## config.mk

```make
export PLATFORM = sky130hd
export DESIGN_NAME = fsm_sin_mch_flat
export DESIGN_NICKNAME = d
export VERILOG_FILES = /design/src/rtl/fsm_sin_mch_if.sv /design/src/rtl/fsm_sin_mch.sv /design/src/flat_wrapper.sv
export SDC_FILE = /design/constraint.sdc
export NUM_CORES = 1
export LEC_CHECK = 0
export CAP_MARGIN = 20
export CORE_UTILIZATION = 47
export DETAILED_ROUTE_END_ITERATION = 6
export GPL_TIMING_DRIVEN = 0
export HOLD_SLACK_MARGIN = 0.06
export PLACE_DENSITY = 0.78
export SETUP_SLACK_MARGIN = 0.05
export SLEW_MARGIN = 20
export SYNTH_ARGS = -nofsm -noshare
export SYNTH_HDL_FRONTEND = slang
export SYNTH_SLANG_ARGS = --single-unit
```

## constraint.sdc

```tcl
create_clock -name clk_i -period 2.06 [get_ports clk_i]
set_clock_uncertainty 0.1 [all_clocks]
set_input_delay 0.412 -clock clk_i [delete_from_list [all_inputs] [get_ports clk_i]]
set_output_delay 0.412 -clock clk_i [all_outputs]
set_load 0.05 [all_outputs]
```

## src/rtl/fsm_sin_mch_if.sv

```systemverilog
// Handshake bundle between the sine-run sequencer and its controller / SPI writer.
// Signal names keep the block's _i/_o suffixes as seen from the sequencer.
interface fsm_sin_mch_if #(
    parameter int CNT_W = 10,
    parameter int N_CH  = 2,
    parameter int CH_W  = 1
);
    logic              start_i;
    logic              stop_i;
    logic              cont_i;
    logic [N_CH-1:0]   ch_en_i;
    logic              eow_i;
    logic              strw_o;
    logic [CNT_W-1:0]  addr_o;
    logic [1:0]        quad_o;
    logic              neg_o;
    logic [CH_W-1:0]   ch_o;
    logic              end_o;
    logic              done_o;

    // Driven side: the controller and the SPI writer.
    modport master (
        output start_i, stop_i, cont_i, ch_en_i, eow_i,
        input  strw_o, addr_o, quad_o, neg_o, ch_o, end_o, done_o
    );

    // Sequencer side.
    modport slave (
        input  start_i, stop_i, cont_i, ch_en_i, eow_i,
        output strw_o, addr_o, quad_o, neg_o, ch_o, end_o, done_o
    );
endinterface

```

## src/rtl/fsm_sin_mch.sv

```systemverilog
// Quarter-wave sine sequencer: walks k/quadrant/channel and strobes an SPI writer.
// Continuous (looping) runs exist only when DAC_SIN_CONT_EN is defined.
module fsm_sin_mch #(
    parameter int N_SAMPLES = 20,
    parameter int CNT_W     = 10,
    parameter int N_CH      = 2,
    parameter int CH_W      = 1
) (
    input  logic         clk_i,
    input  logic         rst_i,
    fsm_sin_mch_if.slave bus
);
    typedef enum logic [1:0] {IDLE, STRB, WAIT, NEXT} state_t;

    localparam logic [CNT_W-1:0] K_MAX = CNT_W'(N_SAMPLES - 1);

    state_t           state_q;
    logic [CNT_W-1:0] k_q;
    logic [1:0]       quad_q;
    logic [CH_W-1:0]  ch_q;
    logic [N_CH-1:0]  en_q;
    logic             cont_q;
    logic             stop_q;
    logic             strw_q;
    logic             end_q;
    logic             done_q;

    logic [N_CH-1:0]  src_en;
    logic [CH_W-1:0]  low_ch;
    logic [CH_W-1:0]  nxt_ch;
    logic             has_nxt;
    logic             finish;
    logic             unused_cont;

    assign unused_cont = bus.cont_i;

    // Lowest enabled channel and next higher enabled channel above ch_q.
    always_comb begin
        src_en  = (state_q == IDLE) ? bus.ch_en_i : en_q;
        low_ch  = '0;
        nxt_ch  = '0;
        has_nxt = 1'b0;
        for (int i = N_CH - 1; i >= 0; i--) begin
            if (src_en[i]) begin
                low_ch = CH_W'(i);
            end
            if (en_q[i] && (i > int'(ch_q))) begin
                nxt_ch  = CH_W'(i);
                has_nxt = 1'b1;
            end
        end
    end

    // A run ends on a pending stop or after the final sample of quadrant 3.
    always_comb begin
        finish = stop_q | bus.stop_i |
                 (!has_nxt && (k_q == K_MAX) && (quad_q == 2'd3) && !cont_q);
    end

    // Sequencer state, counters and registered strobe/status outputs.
    always_ff @(posedge clk_i or posedge rst_i) begin
        if (rst_i) begin
            state_q <= IDLE;
            k_q     <= '0;
            quad_q  <= '0;
            ch_q    <= '0;
            en_q    <= '0;
            cont_q  <= 1'b0;
            stop_q  <= 1'b0;
            strw_q  <= 1'b0;
            end_q   <= 1'b1;
            done_q  <= 1'b0;
        end else begin
            unique case (state_q)
                IDLE: begin
                    done_q <= 1'b0;
                    if (bus.start_i && (|bus.ch_en_i)) begin
                        en_q <= bus.ch_en_i;
`ifdef DAC_SIN_CONT_EN
                        cont_q <= bus.cont_i;
`else
                        cont_q <= 1'b0;
`endif
                        k_q     <= '0;
                        quad_q  <= '0;
                        ch_q    <= low_ch;
                        stop_q  <= 1'b0;
                        strw_q  <= 1'b1;
                        end_q   <= 1'b0;
                        state_q <= STRB;
                    end
                end
                STRB: begin
                    strw_q  <= 1'b0;
                    stop_q  <= stop_q | bus.stop_i;
                    state_q <= WAIT;
                end
                WAIT: begin
                    stop_q <= stop_q | bus.stop_i;
                    if (bus.eow_i) begin
                        done_q  <= finish;
                        state_q <= NEXT;
                    end
                end
                NEXT: begin
                    done_q <= 1'b0;
                    if (done_q) begin
                        stop_q  <= 1'b0;
                        end_q   <= 1'b1;
                        state_q <= IDLE;
                    end else begin
                        stop_q  <= stop_q | bus.stop_i;
                        strw_q  <= 1'b1;
                        state_q <= STRB;
                        if (has_nxt) begin
                            ch_q <= nxt_ch;
                        end else begin
                            ch_q <= low_ch;
                            if (k_q == K_MAX) begin
                                k_q    <= '0;
                                quad_q <= quad_q + 2'd1;
                            end else begin
                                k_q <= k_q + 1'b1;
                            end
                        end
                    end
                end
                default: state_q <= IDLE;
            endcase
        end
    end

    // Odd quadrants read the quarter table backwards.
    assign bus.addr_o = quad_q[0] ? (K_MAX - k_q) : k_q;
    assign bus.quad_o = quad_q;
    assign bus.neg_o  = quad_q[1];
    assign bus.ch_o   = ch_q;
    assign bus.strw_o = strw_q;
    assign bus.end_o  = end_q;
    assign bus.done_o = done_q;
endmodule

```

## src/flat_wrapper.sv

```systemverilog
// flat-port wrapper written by rule: the top's interface ports become plain ports
module fsm_sin_mch_flat 
#(
    parameter int N_SAMPLES = 20,
    parameter int CNT_W     = 10,
    parameter int N_CH      = 2,
    parameter int CH_W      = 1
)
  (clk_i, rst_i, bus_start_i, bus_stop_i, bus_cont_i, bus_ch_en_i, bus_eow_i, bus_strw_o, bus_addr_o, bus_quad_o, bus_neg_o, bus_ch_o, bus_end_o, bus_done_o);
  fsm_sin_mch_if #(.CNT_W(CNT_W), .N_CH(N_CH), .CH_W(CH_W)) bus_i ();
  input  logic clk_i;
  input  logic rst_i;
  input wire logic [$bits(bus_i.start_i)-1:0] bus_start_i;
  input wire logic [$bits(bus_i.stop_i)-1:0] bus_stop_i;
  input wire logic [$bits(bus_i.cont_i)-1:0] bus_cont_i;
  input wire logic [$bits(bus_i.ch_en_i)-1:0] bus_ch_en_i;
  input wire logic [$bits(bus_i.eow_i)-1:0] bus_eow_i;
  output wire logic [$bits(bus_i.strw_o)-1:0] bus_strw_o;
  output wire logic [$bits(bus_i.addr_o)-1:0] bus_addr_o;
  output wire logic [$bits(bus_i.quad_o)-1:0] bus_quad_o;
  output wire logic [$bits(bus_i.neg_o)-1:0] bus_neg_o;
  output wire logic [$bits(bus_i.ch_o)-1:0] bus_ch_o;
  output wire logic [$bits(bus_i.end_o)-1:0] bus_end_o;
  output wire logic [$bits(bus_i.done_o)-1:0] bus_done_o;
  assign bus_i.start_i = bus_start_i;
  assign bus_i.stop_i = bus_stop_i;
  assign bus_i.cont_i = bus_cont_i;
  assign bus_i.ch_en_i = bus_ch_en_i;
  assign bus_i.eow_i = bus_eow_i;
  assign bus_strw_o = bus_i.strw_o;
  assign bus_addr_o = bus_i.addr_o;
  assign bus_quad_o = bus_i.quad_o;
  assign bus_neg_o = bus_i.neg_o;
  assign bus_ch_o = bus_i.ch_o;
  assign bus_end_o = bus_i.end_o;
  assign bus_done_o = bus_i.done_o;
  fsm_sin_mch #(.N_SAMPLES(N_SAMPLES), .CNT_W(CNT_W), .N_CH(N_CH), .CH_W(CH_W)) u_core (.clk_i(clk_i), .rst_i(rst_i), .bus(bus_i));
endmodule
```

# --- Yosys cells after proc, flatten, opt, wreduce, memory -nomap -nowiden ---
# Index checks and enable logic that the tools add are counted.
classes:
  addsub: 3
  muxes: 33
  n_bitwise: 2
  n_reduce_logical: 20
  n_eq_ne: 11
  n_lt_le_gt_ge: 1
ops:
  columns: ["cell", "n"]
  rows:
  - ["10-bit 2-to-1 mux", 5]
  - ["10-bit case mux with 2 select lines", 1]
  - ["2-bit 2-to-1 mux", 7]
  - ["1-bit 2-to-1 mux", 13]
  - ["10-bit by 1-bit adder with 10-bit output, second input constant", 1]
  - ["10-bit by 5-bit == test with 1-bit output, second input constant", 1]
  - ["5-bit by 10-bit subtractor with 10-bit output, first input constant", 1]
  - ["3-bit AND reduction", 3]
  - ["2-bit != test, second input constant", 4]
  - ["2-bit case mux with 4 select lines", 1]
  - ["2-bit == test, second input constant", 3]
  - ["1-bit case mux with 2 select lines", 3]
  - ["1-bit case mux with 3 select lines", 2]
  - ["2-bit AND reduction", 3]
  - ["2-bit OR reduction", 3]
  - ["5-bit AND reduction", 1]
  - ["1-bit logical AND", 4]
  - ["2-bit by 1-bit != test with 1-bit output, second input constant", 2]
  - ["2-bit case mux with 2 select lines", 1]
  - ["4-bit AND reduction", 1]
  - ["2-bit nonzero test", 2]
  - ["3-bit nonzero test", 1]
  - ["2-bit by 1-bit adder with 2-bit output, second input constant", 1]
  - ["2-bit by 1-bit == test with 1-bit output, second input constant", 1]
  - ["4 further kinds", 5]
word_totals:
  register_bits: 21
  output_inout_bits: 17
  elab_cells: 79

# --- Depth between registers and ports, before layout ---
# Gate-level depths: netlist of the first run.
depth:
  depth_word: 9
  depth_mapped: 9
  ltp_nobuf: 6

# --- Worst setup path after synthesis of the first run ---
# Ideal clock, no wire load.
synth_path:
  kind: "register -> output"
  from: "reg u_core.quad_q[0], in the netlist u_core.bus.quad_o[0]"
  to: "out bus_addr_o[6]"
  arrival_ps: 1994
  path_buffers: 1
  setup_slack_ps: -446
  t_required_ps: 1548
  path_stages_with_launch: 4
  cell_sequence: "dfrtp_1 > clkbuf_1 > o21ai_0 > xnor2_1"
synth_between:
  elab_chain_cells: 1
synth_lines:
  columns: ["item", "line_no", "rtl"]
  rows:
  - ["start, declared", "fsm_sin_mch.sv:19", "logic [1:0] quad_q;"]
  - ["start signal, assigned", "fsm_sin_mch.sv:121", "quad_q <= quad_q + 2'd1;"]
  - ["10-bit 2-to-1 mux", "fsm_sin_mch.sv:134", "assign bus.addr_o = quad_q[0] ? (K_MAX - k_q) : k_q;"]
  - ["end, declared", "flat_wrapper.sv:19", "output wire logic [$bits(bus_i.addr_o)-1:0] bus_addr_o;"]
# No other way between the ends.

# --- Worst setup path after layout of the first run ---
layout_path:
  from: "reg u_core.k_q[6]"
  to: "out bus_addr_o[9]"
layout_between:
  elab_chain_cells: 2
layout_lines:
  columns: ["item", "line_no", "rtl"]
  rows:
  - ["start, declared", "fsm_sin_mch.sv:18", "logic [CNT_W-1:0] k_q;"]
  - ["start signal, assigned", "fsm_sin_mch.sv:123", "k_q <= k_q + 1'b1;"]
  - ["5-bit by 10-bit subtractor with 10-bit output", "fsm_sin_mch.sv:134", null]
  - ["10-bit 2-to-1 mux", "fsm_sin_mch.sv:134", null]
# No other way between the ends.

==> results of run 1 <==
-- power breakdown --
group          internal, uW  switching [uW]  leakage (uW)
clock network          75.5             125     0.0000150
registers               528             105      0.000260
logic                   626             913      0.000687
-- routing by layer --
layer	up-vias	global-route usage [%]	share of wire, %
met5	-	0	0
met4	0	6.272	1.0
met3	5	2.268	3.7
met2	45	43.19	52
met1	624	30.89	43
li1	653	-	-
-- stage by stage --
stage / utilization [%] / area [um^2] / hold WS [ns]
floorplan: - / 1535 / 0.2876
global placement: 63.78 / 1804 / 0.3658
detailed placement: 63.78 / 1804 / 0.3745
CTS: 69.13 / 1956 / 0.4031
global route: 72.84 / 2061 / 0.4416
finish: 72.84 / 2061 / 0.3981
-- state kept, by name, summed over array words and instances (netlist names) --
name	count
u_core.bus.quad_o	2
u_core.bus.ch_o	1
u_core.bus.done_o	1
u_core.state_q	2
u_core.k_q	10
u_core.bus.strw_o	1
u_core.stop_q	1
u_core.bus.end_o	1
u_core.en_q	2
-- area by class of cell --
| type | count | area (um^2) | share of cell area (%) |
|---|---|---|---|
| Sequential cell | 21 | 535.5 | 25.99 |
| Tap cell | 31 | 38.79 | 1.882 |
| Multi-Input combinational cell | 116 | 1016 | 49.30 |
| Buffer | 9 | 85.08 | 4.129 |
| Clock buffer | 4 | 26.28 | 1.275 |
| Timing Repair Buffer | 37 | 321.6 | 15.60 |
| Inverter | 10 | 37.54 | 1.821 |
-- cell usage after synthesis (2+ instances only) --
| library cell | n | area (um^2) |
|---|---|---|
| a211oi_1 | 2 | 15.01 |
| a21oi_1 | 13 | 65.06 |
| a22o_1 | 2 | 17.52 |
| and4_2 | 2 | 20.02 |
| buf_2 | 3 | 15.01 |
| buf_4 | 2 | 15.01 |
| clkbuf_1 | 6 | 22.52 |
| dfrtp_1 | 20 | 500.5 |
| ha_1 | 8 | 100.1 |
| inv_1 | 10 | 37.54 |
| mux2i_1 | 4 | 40.04 |
| nand2_1 | 13 | 48.80 |
| nand2b_1 | 4 | 25.02 |
| nand3_1 | 7 | 35.03 |
| nand4_1 | 2 | 12.51 |
| nor2_1 | 5 | 18.77 |
| nor2b_1 | 3 | 18.77 |
| o21a_1 | 2 | 15.01 |
| o21ai_0 | 8 | 40.04 |
| o31ai_1 | 11 | 82.58 |
| or4_1 | 7 | 52.55 |
| xnor2_1 | 6 | 52.55 |
| xor2_1 | 2 | 17.52 |
-- repair_timing --
item	in CTS	in global routing
hold endpoints to repair	0	0
endpoints found under the setup margin	32	22
resized for setup	91	21
buffers inserted	7	8
pin swaps	8	9
-- kinds of logic (layout without fill, tap and decap cells) --
kind of cell / count (synthesis) / count (layout) / synth area share, %
compound gates: 44 / 44 / 20.88
xor+xnor: 8 / 8 / 4.832
fa+ha+maj: 8 / 8 / 6.903
buf+inv: 23 / 60 / 7.333
flops: 21 / 21 / 36.32
mux: 5 / 5 / 3.538
simple gates: 51 / 51 / 20.19
-- critical path, stage by stage, from the launching register on --
cell and delay, ns:
dfrtp_1 0.42, or4_4 0.54, o21ai_4 0.22, xnor2_4 0.13, buf_6 0.17
-- final timing paths --
| check | start | to |
|---|---|---|
| min | u_core.en_q[0]$_DFFE_PP0P_ | u_core.en_q[0]$_DFFE_PP0P_ |
| max reg2reg | u_core.k_q[6]$_DFFE_PP0P_ | u_core.k_q[8]$_DFFE_PP0P_ |
| max | u_core.k_q[6]$_DFFE_PP0P_ | bus_addr_o[9] |
| min in group asynchronous | rst_i | u_core.k_q[5]$_DFFE_PP0P_ |
| min reg2reg | u_core.en_q[0]$_DFFE_PP0P_ | u_core.en_q[0]$_DFFE_PP0P_ |
| max in group asynchronous | rst_i | u_core.k_q[3]$_DFFE_PP0P_ |
==> impl_metrics.csv, run 1 <==
group,metric,value,unit
worst_setup_path,r2r_cells,6,
synthesis,dominantRegCellSynth,"dfrtp_1",
clock_network,path_clk_slew,0.12,ns
route,drtIter0Drc,69,
worst_setup_path,path_class,"reg2out",
power,vdd_drop_max,0.9459,mV
hold_path,worstHoldPathCells,2,
cells_and_area,diodes,0,
route,drt_pass1_iterations,6,
place,io_buffers,23,
route,routed_wl,3646,um
floorplan,boundaryPins,25,
cells_and_area,fin_cells,228,
power,finalPower,2372,uW
synthesis,synth-edff-count,0,
power,power_leakage,0.0009616,uW
worst_setup_path,r2r_slack,-0.10,ns
route,wl_per_cell,15.99,um
cells_and_area,nets,214,
timing,rsz0062_at_grt,"true",
route,ant_nets,0,
cells_and_area,mostFrequentLayoutCell,"buf_4",
global_routing,grt_pass1_wl,6154,um
job,drv_cap,0,
synthesis,synthArstFlopShare,100.0,%
place,place_congestion,0.8603,
floorplan,die_h,57.55,um
outcome,violations,"DRC, setup timing",
power,p_per_area,1151,nW/um^2
timing,worst_slew_pin_slew,0.8199,ns
timing,final-setup-viol-count,10,
synthesis,syn_area,1450,um^2
synthesis,ys_seq_elements,21,
clock_network,cts_made_buffers,3,
synthesis,syn_nets,176,
place,place_worst_setup_slack,-0.7278,ns
cells_and_area,drive_gt1_share,40.10,%
global_routing,grt_max_degree,22,
global_routing,antenna_found_initial,0,
worst_setup_path,crit_arrival,1.79,ns
global_routing,gr-total-overflow,0,
timing,setup_tns,-0.9739,ns
clock_network,cts_sinks,21,
timing,fmax,0.4350,GHz
place,place_inst,214,
outcome,outcome,"complete, but fails checks",
timing,final_max_slew_viol_count,0,
timing,finalCritPeriodShare,111.6,%
clock_network,root_buffer,"clkbuf_4",
floorplan,die_w,57.55,um
route,drcViolationCount,2,
synthesis,ys_seq_area_share,36.32,%
global_routing,gr-usage-all-layers,24.08,%
place,hpwl,2538,um
cells_and_area,fill_cells,220,
route,viasPerCell,5.820,
floorplan,core_area,2829,um^2
cells_and_area,area.growth.synth_to_final,42.11,%
floorplan,die-area,3311,um^2
timing,finalCriticalPeriod,2.299,ns
floorplan,floorplan.initialDensity,51.26,%
cells_and_area,final_cell_mix,"buf_4 (18), nand2_1 (13), dfrtp_1 (13)",
worst_setup_path,cp-start-kind,"flop",
clock_network,hold_buffers,0,
global_routing,grt_pass1_vias,1316,
clock_network,cts_tree,"done",
timing,hold_viol_final,0,
clock_network,cts_htree_levels,1,
route,via_count,1327,
synthesis,synth_cell_types,41,
synthesis,yosys_warnings,0,
worst_setup_path,path_max_fanout,2,
clock_network,clk_latency,0.30,ns
synthesis,syn_avg_cell_area,9.063,um^2
worst_setup_path,cp-end-kind,"output port",
timing,setup_ws,-0.2391,ns
clock_network,clock_path_buffers,2,
worst_setup_path,cp.required,1.55,ns
timing,slew_headroom,45.28,%
floorplan,rows,19,
synthesis,synth_cells,160,
hold_path,worstHoldPathType,"reg2reg",
(Power assumes the default switching activity.)
==> run 2: changes to the inputs <==
CAP_MARGIN = 40   (was 20)
==> impl_metrics.csv, run 2 (same netlist as run 1, synthesis figures left out) <==
group,metric,value,unit
outcome,outcome,"complete, but fails checks",
outcome,violations,"DRC, setup timing",
clock_network,clock_path_buffers,2,
power,p_per_area,1144,nW/um^2
clock_network,cts_tree,"done",
route,drcViolationCount,2,
timing,hold_viol_final,0,
cells_and_area,fill_cells,213,
global_routing,gr-usage-all-layers,24.08,%
route,via_count,1350,
floorplan,die_h,57.55,um
worst_setup_path,path_class,"reg2out",
place,hpwl,2538,um
clock_network,hold_buffers,0,
cells_and_area,utilization,73.37,%
timing,final-setup-viol-count,10,
cells_and_area,largest_reg_flops,10,
route,wl_per_cell,16.12,um
cells_and_area,drive_gt1_share,40.40,%
global_routing,grt_pass1_wl,6154,um
timing,final_max_slew_viol_count,0,
clock_network,clk_latency,0.30,ns
cells_and_area,diodes,0,
timing,worst_slew_pin_slew,0.4992,ns
timing,finalCriticalPeriod,2.298,ns
global_routing,grt_pass1_vias,1316,
job,drv_cap,0,
timing,setup_ws,-0.2383,ns
power,p_clk_share,8.5,%
power,p_int,1232,uW
floorplan,die-area,3311,um^2
cells_and_area,mostFrequentLayoutCell,"buf_4",
worst_setup_path,cp-end-kind,"output port",
power,vdd_drop_max,0.9382,mV
floorplan,core_area,2829,um^2
worst_setup_path,cp-start-kind,"flop",
cells_and_area,regMostFlops,"u_core.k_q",
place,io_buffers,23,
power,power.share.sequential,26.7,%
power,finalPower,2374,uW
global_routing,grt_max_degree,22,
clock_network,cts_made_buffers,3,
worst_setup_path,crit_arrival,1.79,ns
cells_and_area,nets,215,
route,routed_wl,3691,um
global_routing,gr-total-overflow,0,
route,viasPerCell,5.895,
timing,slew_headroom,66.66,%
timing,fmax,0.4351,GHz
clock_network,path_clk_slew,0.12,ns
timing,rsz0062_at_grt,"true",
route,drtIter0Drc,58,
floorplan,boundaryPins,25,
worst_setup_path,path_max_fanout,3,
floorplan,floorplan.initialDensity,51.26,%
timing,finalCritPeriodShare,111.6,%
floorplan,rows,19,
clock_network,cts_sinks,21,
clock_network,cts_htree_levels,1,
route,ant_nets,0,
cells_and_area,final_cell_mix,"buf_4 (18), nand2_1 (13), dfrtp_1 (13)",
route,drt_pass1_iterations,6,
power,power_leakage,0.0009690,uW
hold_path,worstHoldPathType,"in2async",
power,power.switching,1142,uW
worst_setup_path,cp.required,1.55,ns
power,combPwrFrac,64.9,%
place,place_congestion,0.8603,
cells_and_area,area.growth.synth_to_final,43.14,%
floorplan,die_w,57.55,um
power,p_sw_share,48.11,%
clock_network,root_buffer,"clkbuf_4",
global_routing,antenna_found_initial,0,
-- run 2: worst paths after layout --
| path | slack, ns | startpoint | to | cells past startpoint |
|---|---|---|---|---|
| worst max-delay path | -0.24 | u_core.k_q[8]$_DFFE_PP0P_ | bus_addr_o[9] | 4 |
| worst min-delay path | 0.25 | rst_i | u_core.k_q[6]$_DFFE_PP0P_ | 2 |
| worst max register to register | -0.10 | u_core.k_q[8]$_DFFE_PP0P_ | u_core.k_q[8]$_DFFE_PP0P_ | 6 |
| worst min register to register | 0.40 | u_core.en_q[0]$_DFFE_PP0P_ | u_core.en_q[0]$_DFFE_PP0P_ | 2 |
| max in group asynchronous | 1.12 | rst_i | u_core.bus.end_o$_DFFE_PP1P_ | 3 |
| min in group clk_i | 0.40 | u_core.en_q[0]$_DFFE_PP0P_ | u_core.en_q[0]$_DFFE_PP0P_ | 2 |
-- run 2: repair_timing --
item	in CTS	in global routing
hold endpoints to repair	0	0
pin swaps	8	9
endpoints found under the setup margin	32	22
gates resized for setup	91	21
buffers inserted	7	8
-- run 2: power by group through the flow --
stage / logic, uW / registers [uW] / clock network [uW]
5_1_grt: 1690 / 651 / 220
6_report: 1540 / 633 / 201
3_3_place_gp: 1220 / 632 / 0
4_1_cts: 1390 / 629 / 204
2_1_floorplan: 852 / 717 / 0
3_5_place_dp: 1260 / 640 / 0
-- run 2: final cells by class --
type / instances / area [um^2] / area share [%]
inverters: 10 / 37.54 / 1.808
multi-input cells: 116 / 1016 / 48.94
well taps: 31 / 38.79 / 1.869
repair buffers: 38 / 336.6 / 16.21
clock buffers: 4 / 26.28 / 1.266
plain buffers: 9 / 85.08 / 4.099
flip-flops and latches: 21 / 535.5 / 25.80
-- run 2: worst max-delay path, stage by stage (launching register included) --
cell and delay, ns:
dfrtp_2 0.45, or4_4 0.51, o21ai_4 0.22, xnor2_4 0.13, buf_6 0.17
-- run 2: routing by layer --
metal | vias to the layer above | wire, um | track usage [%]
li1 | 661 | - | -
met1 | 644 | 1566 | 30.89
met2 | 41 | 1928 | 43.19
met3 | 4 | 148 | 2.268
met4 | 0 | 48 | 6.272
met5 | - | 0 | 0
-- run 2: through the flow --
stage	hold slack, ns	setup slack (ns)	setup TNS [ns]	area (um^2)	std cells
2_1_floorplan	0.2876	0.02078	0	1535	160
3_3_place_gp	0.3658	-0.7112	-8.026	1804	214
3_5_place_dp	0.3745	-0.7278	-9.518	1804	214
4_1_cts	0.4031	-0.3234	-2.184	1956	223
5_1_grt	0.2699	-0.2987	-1.543	2076	229
6_report	0.2517	-0.2383	-0.9855	2076	229
==> run 3: changes to the inputs <==
PLACE_DENSITY = unset   (was 0.78)
PLACE_DENSITY_LB_ADDON = 0.1   (was unset)
RECOVER_POWER = 100   (was unset)
==> impl_metrics.csv, run 3 (same netlist as run 1, synthesis figures left out) <==
group,metric,value,unit
worst_setup_path,cp-start-kind,"flop",
worst_setup_path,path_class,"reg2out",
floorplan,rows,19,
clock_network,hold_buffers,0,
place,hpwl,2489,um
cells_and_area,regMostFlops,"u_core.k_q",
global_routing,gr-total-overflow,0,
place,place_congestion,0.8322,
global_routing,grt_pass1_wl,5720,um
timing,setup_ws,-0.2753,ns
route,ant_nets,0,
worst_setup_path,path_delay_family,"simple AND/OR/NAND/NOR gates",
cells_and_area,diodes,0,
power,p_int,1194,uW
clock_network,cts_tree,"done",
timing,hold_slack,0.3532,ns
global_routing,antenna_found_initial,0,
timing,final_max_slew_viol_count,0,
global_routing,gr-usage-all-layers,22.50,%
power,power.share.sequential,27.1,%
hold_path,worstHoldPathType,"in2async",
cells_and_area,mostFrequentLayoutCell,"buf_4",
cells_and_area,final_cell_mix,"buf_4 (15), dfrtp_1 (14), a21oi_1 (13), nand2_1 (13), buf_6 (9)",
timing,setup_tns,-2.663,ns
global_routing,grt_pass1_vias,1232,
cells_and_area,fin_cells,229,
timing,final-setup-viol-count,15,
power,combPwrFrac,64.2,%
cells_and_area,drive_gt1_share,39.39,%
clock_network,path_clk_slew,0.12,ns
timing,slew_headroom,43.65,%
route,wl_per_cell,15.46,um
route,drtIter0Drc,33,
worst_setup_path,path_buf_inv,1,
cells_and_area,largest_reg_flops,10,
floorplan,die_w,57.55,um
worst_setup_path,cp-end-kind,"output port",
timing,finalCritPeriodShare,113.4,%
clock_network,cts_made_buffers,3,
floorplan,floorplan.initialDensity,51.26,%
power,vdd_drop_max,0.8033,mV
floorplan,core_area,2829,um^2
worst_setup_path,r2r_cells,7,
worst_setup_path,r2r-start,"u_core.k_q[5]$_DFFE_PP0P_",
clock_network,clock_path_buffers,2,
clock_network,cts_sinks,21,
clock_network,clk_latency,0.30,ns
worst_setup_path,path_cells,"or4_4 > o21ai_4 > xnor2_4 > buf_6",
route,routed_wl,3541,um
floorplan,die_h,57.55,um
outcome,violations,"DRC, setup timing",
cells_and_area,nets,215,
power,p_sw_share,48.73,%
clock_network,root_buffer,"clkbuf_4",
power,p_per_area,1135,nW/um^2
job,drv_cap,0,
timing,rsz0062_at_grt,"true",
route,via_count,1347,
power,p_clk_share,8.7,%
power,power_leakage,0.0009343,uW
worst_setup_path,r2r_slack,-0.25,ns
timing,hold_viol_final,0,
clock_network,cts_htree_levels,1,
timing,fmax,0.4282,GHz
worst_setup_path,cp_slowest_stage_delay,0.57,ns
worst_setup_path,path_max_fanout,2,
worst_setup_path,cp.required,1.55,ns
worst_setup_path,crit_slowest_cell,"or4_4",
worst_setup_path,crit_arrival,1.82,ns
outcome,outcome,"complete, but fails checks",
place,io_buffers,23,
global_routing,grt_max_degree,16,
cells_and_area,stdcell_area,2053,um^2
worst_setup_path,worstReg2RegEnd,"u_core.k_q[6]$_DFFE_PP0P_",
place,place_inst,215,
power,power.switching,1135,uW
cells_and_area,area.growth.synth_to_final,41.59,%
floorplan,die-area,3311,um^2
place,place_area,1819,um^2
route,viasPerCell,5.882,
timing,worst_slew_pin_slew,0.8453,ns
route,drcViolationCount,2,
timing,finalCriticalPeriod,2.335,ns
floorplan,boundaryPins,25,
route,drt_pass1_iterations,6,
run 3: changes by cell type in the layout (fill, tap and decap cells not counted), sizes merged:
cell,previous run,this run
buf,29,26
clkdlybuf4s50,6,5
dlymetal6s2s,2,0
dlygate4sd3,0,1
clkbuf,8,13
run 3: worst max path at each step:
stage	slack, ns	to	start	cells after the start
floorplan	0.02	u_core.k_q[2]$_DFFE_PP0P_	u_core.k_q[5]$_DFFE_PP0P_	5
global placement	-0.71	bus_addr_o[9]	u_core.k_q[6]$_DFFE_PP0P_	5
detailed placement	-0.72	bus_addr_o[9]	u_core.k_q[6]$_DFFE_PP0P_	5
CTS	-0.32	bus_addr_o[9]	u_core.k_q[6]$_DFFE_PP0P_	5
global route	-0.33	bus_addr_o[9]	u_core.k_q[5]$_DFFE_PP0P_	4
finish	-0.28	bus_addr_o[9]	u_core.k_q[5]$_DFFE_PP0P_	4
run 3: per-stage QoR:
step                      setup slack (ns)  total power [uW]  util [%]
after floorplan                    0.02078              1569         -
after global placement             -0.7100              1856     63.78
after detailed placement           -0.7180              1903     64.31
after CTS                          -0.3245              2231     69.57
after global routing               -0.3294              2476     72.58
final                              -0.2753              2330     72.58
run 3: final cells by class:
class	count	area (um^2)
Multi-Input combinational cell	116	1018
Inverter	10	37.54
Sequential cell	21	534.3
Buffer	9	78.83
Tap cell	31	38.79
Fill cell	230	775.7
Timing Repair Buffer	38	319.1
Clock buffer	4	26.28
run 3: what timing repair did:
| item | 4_1_cts | 5_1_grt |
|---|---|---|
| resized for setup | 90 | 28 |
| pin swaps | 8 | 9 |
| setup buffers | 8 | 6 |
| setup endpoints to repair | 32 | 23 |
run 3: power groups by stage:
stage / logic [uW] / registers (uW) / clock network, uW
final: 1500 / 631 / 203
after global routing: 1610 / 644 / 223
after CTS: 1390 / 633 / 208
after detailed placement: 1260 / 642 / 0
after global placement: 1220 / 633 / 0
after floorplan: 852 / 717 / 0
run 3: per-layer routing:
metal	GRT usage (%)	wire length [um]
met3	2.268	84
met5	0	0
met1	28.97	1557
met2	39.70	1855
met4	6.969	43
